## config.mk

```make
export PLATFORM = sky130hd
export DESIGN_NAME = game_phase_ctrl
export DESIGN_NICKNAME = d
export VERILOG_FILES = /design/src/rtl/game_phase_ctrl.sv
export SDC_FILE = /design/constraint.sdc
export NUM_CORES = 1
export LEC_CHECK = 0
export ABC_AREA = 1
export BUFFER_PORTS_ARGS = -buffer_cell sky130_fd_sc_hd__buf_4
export CAP_MARGIN = 20
export CORE_ASPECT_RATIO = 1.5
export CORE_MARGIN = 3
export CORE_UTILIZATION = 49
export DETAILED_ROUTE_END_ITERATION = 7
export PLACE_DENSITY = 0.87
export SLEW_MARGIN = 20
export SYNTH_ARGS = -nofsm -noshare
export SYNTH_HDL_FRONTEND = slang
export SYNTH_SLANG_ARGS = --single-unit
```

## constraint.sdc

```tcl
create_clock -name clk -period 1.37 [get_ports clk]
set_clock_uncertainty 0.15 [all_clocks]
set_input_delay 0 -clock clk [delete_from_list [all_inputs] [get_ports clk]]
set_output_delay 0 -clock clk [all_outputs]
set_load 0.01 [all_outputs]
```

## src/rtl/game_phase_ctrl.sv

```systemverilog
// Battleship phase sequencer: counts ship placements, alternates firing turns, tallies hits, declares winner.
// All outputs registered, one-cycle latency from input pulse; pulse inputs, no backpressure (invalid pulses dropped).
module game_phase_ctrl #(
    parameter int NUM_SHIPS = 5,
    parameter int WIN_HITS  = 17,
    parameter int CNT_W     = 5
) (
    input  logic             clk,
    input  logic             reset,
    input  logic             start,
    input  logic             ship_placed,
    input  logic             shot_fired,
    input  logic             shot_hit,
    output logic [2:0]       state,
    output logic [2:0]       p1_ships,
    output logic [2:0]       p2_ships,
    output logic [CNT_W-1:0] p1_hits,
    output logic [CNT_W-1:0] p2_hits,
    output logic [1:0]       winner,
    output logic             turn_change
);

    typedef enum logic [2:0] {
        IDLE      = 3'd0,
        P1_PLACE  = 3'd1,
        P2_PLACE  = 3'd2,
        P1_FIRE   = 3'd3,
        P2_FIRE   = 3'd4,
        GAME_OVER = 3'd5
    } phase_t;

    localparam logic [2:0]       SHIP_LIM = 3'(NUM_SHIPS);
    localparam logic [CNT_W-1:0] HIT_LIM  = CNT_W'(WIN_HITS);

    phase_t           phase;
    logic [2:0]       p1_ships_nxt;
    logic [2:0]       p2_ships_nxt;
    logic [CNT_W-1:0] p1_hits_nxt;
    logic [CNT_W-1:0] p2_hits_nxt;

    assign state        = phase;
    assign p1_ships_nxt = p1_ships + 3'd1;
    assign p2_ships_nxt = p2_ships + 3'd1;
    assign p1_hits_nxt  = p1_hits + CNT_W'(1);
    assign p2_hits_nxt  = p2_hits + CNT_W'(1);

    always_ff @(posedge clk) begin
        if (reset) begin
            phase       <= IDLE;
            p1_ships    <= '0;
            p2_ships    <= '0;
            p1_hits     <= '0;
            p2_hits     <= '0;
            winner      <= 2'd0;
            turn_change <= 1'b0;
        end else begin
            turn_change <= 1'b0;
            case (phase)
                IDLE, GAME_OVER: begin
                    // A new game always starts from a clean scoreboard.
                    if (start) begin
                        phase       <= P1_PLACE;
                        p1_ships    <= '0;
                        p2_ships    <= '0;
                        p1_hits     <= '0;
                        p2_hits     <= '0;
                        winner      <= 2'd0;
                        turn_change <= 1'b1;
                    end
                end
                P1_PLACE: begin
                    if (ship_placed) begin
                        p1_ships <= p1_ships_nxt;
                        if (p1_ships_nxt == SHIP_LIM) begin
                            phase       <= P2_PLACE;
                            turn_change <= 1'b1;
                        end
                    end
                end
                P2_PLACE: begin
                    if (ship_placed) begin
                        p2_ships <= p2_ships_nxt;
                        if (p2_ships_nxt == SHIP_LIM) begin
                            phase       <= P1_FIRE;
                            turn_change <= 1'b1;
                        end
                    end
                end
                P1_FIRE: begin
                    if (shot_fired) begin
                        turn_change <= 1'b1;
                        phase       <= P2_FIRE;
                        if (shot_hit) begin
                            p1_hits <= p1_hits_nxt;
                            if (p1_hits_nxt == HIT_LIM) begin
                                phase  <= GAME_OVER;
                                winner <= 2'd1;
                            end
                        end
                    end
                end
                P2_FIRE: begin
                    if (shot_fired) begin
                        turn_change <= 1'b1;
                        phase       <= P1_FIRE;
                        if (shot_hit) begin
                            p2_hits <= p2_hits_nxt;
                            if (p2_hits_nxt == HIT_LIM) begin
                                phase  <= GAME_OVER;
                                winner <= 2'd2;
                            end
                        end
                    end
                end
                default: begin
                    phase       <= IDLE;
                    turn_change <= 1'b1;
                end
            endcase
        end
    end

endmodule

```

Word-level counts from Yosys, hierarchy flattened
Cells that the tools add are included.

word-level totals
  word-level logic and storage cells = 84
  register bits after elaboration = 22
  output and inout bits = 22
  input bits = 6

operators by class
  equality and inequality tests = 20
  add/subtract/negate cells = 4
  mux-type cells = 39
  reductions and logical operators = 14

operators with widths
  kind                                                             count
  3-bit two-way mux                                                12
  5-bit two-way mux                                                5
  2-bit != test, second input constant                             11
  5-bit case mux with 2 select lines                               2
  3-bit case mux with 5 select lines                               1
  2-bit two-way mux                                                7
  3-bit == test, second input constant                             4
  3-bit case mux with 2 select lines                               2
  5-bit by 1-bit adder with 5-bit output, second input constant    2
  5-bit == test, second input constant                             2
  1-bit two-way mux                                                8
  4-bit AND reduction                                              2
  8-bit AND reduction                                              1
  2-bit nonzero test                                               4
  7-bit AND reduction                                              1
  3-bit by 1-bit adder with 3-bit output, second input constant    2
  3-bit by 2-bit == test with 1-bit output, second input constant  2
  2-bit case mux with 3 select lines                               1
  3-bit AND reduction                                              2
  1-bit case mux with 4 select lines                               1
  2-bit OR reduction                                               2
  3-bit by 1-bit == test with 1-bit output, second input constant  1
  3-bit zero test                                                  1
  3-bit nonzero test                                               1

Longest topological paths before layout
  depth after elaboration = 6
  mapped depth = 11
  mapped depth without buffers = 11

Worst setup path before layout
OpenSTA, ideal clock, no wires.

  path kind = flip-flop to flip-flop
  start = register p1_hits[1]
  end = register winner[0]
  stages on the path, launching flop included = 11
  path buffers = 0
  required time = 1,107 ps
  period minus slack after synthesis = 1,534 ps
  library setup time = 113 ps
  setup slack = -164 ps
  arrival time = 1,271 ps
  cells stage by stage = dfxtp_1 -> ha_1 -> inv_1 -> nand2_1 -> nand2_1 -> nor2_1 -> nand3_1 -> nand2_1 -> nand3_2 -> nor2_1 -> nor2_1

on the way
  longest elaborated chain between the ends = 4

ends and longest elaborated chain
  element                                 RTL line  text
  from (decl)                             17        output logic [CNT_W-1:0] p1_hits,
  from (signal assigned)                  94        p1_hits <= p1_hits_nxt;
  5-bit by 1-bit adder with 5-bit output  44        assign p1_hits_nxt = p1_hits + CNT_W'(1);
  5-bit == test                           95        if (p1_hits_nxt == HIT_LIM) begin
  2-bit != test (no line)                 -
  8-bit AND reduction (no line)           -
  to (signal assigned)                    54        winner <= 2'd0;
  to (signal assigned)                    97        winner <= 2'd1;
  to (signal assigned)                    110       winner <= 2'd2;
  to (decl)                               19        output logic [1:0] winner,

Every way passes these cells.
A chain may end at the register's enable or synchronous reset.

Final worst setup path
  start = register phase[1] (netlist: state[1])
  end = register p1_ships[2]

on the way
  longest elaborated chain between the ends = 4
  elaborated cells between the ends (all ways) = 9
  those cells by class = eq/ne (4); mux (1); reduce/logical (4)

ends and longest elaborated chain
  element                                                        RTL line  text
  from (decl)                                                    35        phase_t phase;
  from (signal assigned)                                         49        phase <= IDLE;
  from (signal assigned)                                         62        phase <= P1_PLACE;
  from (signal assigned)                                         75        phase <= P2_PLACE;
  3-bit == test or 3-bit zero test (tied branches)               58        case (phase)
  2-bit OR reduction                                             58
  2-bit != test (no line) or 2-bit nonzero test (tied branches)  -
  3-bit AND reduction (no line)                                  -
  to (signal assigned)                                           73        p1_ships <= p1_ships_nxt;
  to (decl)                                                      15        output logic [2:0] p1_ships,

Parallel ways exist; a longest one is shown, timed or not.

==> results.cfg <==
[pwr]
power_leakage_nw = 1.020
clockPowerShare = 0.102
intPower_mw = 2.460
combPwrFrac = 0.676
p_per_area_nw_per_um2 = 2193
switching_share = 0.5048
finalPower_mw = 4.968
switchingPower_mw = 2.508
peakVddDrop_v = 0.001594
pwr-share-seq = 0.222

[floorplan]
core-area_um2 = 2705
die_h_um = 71.26
die-area_um2 = 3528
die_w_um = 49.51
io_pins = 28
start_util = 0.5143
rows = 23

[sta]
layout_setup_ws_ns = -0.2668
finalSetupViolations = 22
slew_headroom = 0.7740
finalHoldViolations = 0
period_minus_slack_ns = 1.637
final_max_slew_viol_count = 0
rsz0062_at_grt = yes
fmax_mhz = 611.0
whs_ns = 0.04053
finalCritPeriodShare = 1.195
worst_slew_pin_slew_ns = 0.3377

[drt]
drtPass1Iterations = 5
drt_iter0_drc = 117
postRouteAntennaNets = 0
num_vias = 1699
routedWlPerCell_um = 17.32
drc = 0
routed_wirelength_um = 5266
via_per_inst = 5.589

[synthesis]
yosysTopAreaCellShare = 0.3165
netlist_area_um2 = 1391
synth_cell_types = 27
yosys-top-cells-area = dfxtp_1 (32%), nand2_1 (11%), inv_1 (8.4%)
synth_seq_cells = 22
synth_cells = 203
syn_area_per_cell_um2 = 6.854
synth_nets = 217
synth_warnings = 0
yosysSeqAreaShare = 0.3165
yosysTopAreaCell = dfxtp_1

[final_layout]
diodes = 0
fillCellCount = 164
drive_gt1_frac = 0.5243
layout.nets = 282
area_growth_pct = 62.86
final-instance-count-excl-fill = 304

[place]
port_buffers = 27
dp_hpwl_um = 2596
dp_cells = 296
gp_congestion = 0.9084

[status]
violations = negative setup slack
outcome = finished, violations left

[clock_network]
path_clk_slew_ns = 0.09
cts_tree = yes
clkLatencyLatePin_ns = 0.28
cts_made_buffers = 3
clk_path_buf_depth = 2
cts_max_level = 1
cts-root-buf = clkbuf_8
cts.sink_count = 22

[setup_path]
critical_path.max_fanout = 5
worst-setup-path-type = reg -> reg
worstPathRequired_ns = 1.38
critPathLaunchType = register
endpoint_kind = register
critical_path_arrival_ns = 1.65
worst-r2r-cell-count = 9

[grt]
grt_max_degree = 17
grt_antenna_before_repair = 0
grt_pass1_wl_um = 7100
gr-total-overflow = 0
first_global_vias = 1547
grt_use_total = 0.2577

[flow_run]
max_cap_viol_count = 0

[min_path]
hp-class = in -> reg
hold_path_depth = 6
final cells by class:
type / count / area, um^2 / area share
multi-input cells: 143 / 1074 / 0.4738
flip-flops and latches: 22 / 473.0 / 0.2087
repair buffers: 62 / 467.9 / 0.2065
inverters: 36 / 150.1 / 0.06626
clock buffers: 4 / 55.05 / 0.02430
well taps: 37 / 46.29 / 0.02043
registers in the layout, indices dropped and copies added (netlist names):
| signal | count |
|---|---|
| p1_hits | 5 |
| p2_hits | 5 |
| p1_ships | 3 |
| p2_ships | 3 |
| state | 3 |
| winner | 2 |
| turn_change | 1 |
logic make-up (layout without fill, tap and decap cells):
group                    Yosys count  count (layout)  synth area share
AND/OR/NAND/NOR                   94              94            0.3372
AO/OA/AOI/OAI                     39              39            0.1556
buffers and inverters             38             102            0.1061
flip-flops                        22              22            0.3165
adder cells (fa/ha/maj)            8               8           0.07195
XOR/XNOR                           2               2           0.01259
worst paths after layout:
path,from,end,slack [ns]
setup / recovery,state[1]$_SDFFE_PP0P_,p1_ships[2]$_SDFFE_PP0P_,-0.27
hold / removal,start,state[0]$_SDFFE_PP0P_,0.04
setup reg to reg,state[1]$_SDFFE_PP0P_,p1_ships[2]$_SDFFE_PP0P_,-0.27
hold reg to reg,winner[1]$_SDFFE_PP0P_,winner[1]$_SDFFE_PP0P_,0.30
worst max-delay path: stages, from the launching register on:
cell and delay [ns]:
dfxtp_4 0.40, nor2_4 0.17, nand2_2 0.10, nand2_4 0.15, inv_2 0.07, o21ai_2 0.08, nand2_2 0.11, buf_4 0.15
nand2_1 0.06, a21oi_1 0.07
through the flow:
stage / area (um^2) / utilization / TNS [ns] / worst slack [ns]
final: 2266 / 0.8377 / -4.615 / -0.2668
after global routing: 2266 / 0.8377 / -5.436 / -0.2915
after CTS: 2148 / 0.7942 / -2.019 / -0.1321
after detailed placement: 1942 / 0.7179 / -2.080 / -0.1666
after global placement: 1942 / 0.7179 / -1.336 / -0.1375
after floorplan: 1468 / - / -0.08618 / -0.04610
synthesized netlist by cell type:
cell type,count
nand2_2,4
buf_1,1
a21oi_1,22
dfxtp_1,22
nand3_1,18
clkbuf_1,1
nor3_1,1
nor2_1,13
o21ai_1,1
ha_1,8
xnor2_1,1
inv_1,31
nand4_1,5
nor2_4,1
inv_2,4
o21ai_2,1
xor2_1,1
o21ai_0,8
nor2_2,2
nand3b_1,1
o21bai_1,1
nand3b_2,1
nand2_1,41
clkinv_4,1
nand3_2,5
a211oi_1,6
nand2_4,2
cell usage in the layout, fill, tap and decap left out, types with 5 or more instances in the layout:
master   synthesis  layout
a21oi_1         22      14
a21oi_2          0       7
buf_4            0      61
dfxtp_1         22      10
dfxtp_2          0       5
dfxtp_4          0       7
inv_1           31      27
inv_2            4       5
nand2_1         41      32
nand2_2          4      11
nand3_1         18      14
nand3_2          5       5
nand4_1          5       5
nor2_1          13      11
routing by layer:
metal  track usage  wire length, um  vias to the layer above  share of wire
li1              -                -                      793              -
met1        0.2964             1961                      799           0.37
met2        0.4582             2805                       90           0.53
met3       0.03534              303                       17          0.058
met4        0.1354              195                        0          0.037
met5             0                0                        -              0
power by group through the flow:
stage | registers [mW] | clock network (mW) | logic, mW
detailed placement | 1.03 | 0 | 2.36
global route | 1.12 | 0.519 | 3.58
CTS | 1.08 | 0.478 | 2.77
global placement | 1.02 | 0 | 2.31
finish | 1.10 | 0.504 | 3.36
floorplan | 1.09 | 0 | 1.40
repair_timing:
action,CTS,global route
hold buffers,1,0
resized for setup,39,28
setup endpoints to repair,22,22
hold endpoints to repair,15,0
pin swaps,14,7
setup buffers,2,1
Note: power is estimated with default switching activity, not from simulation.
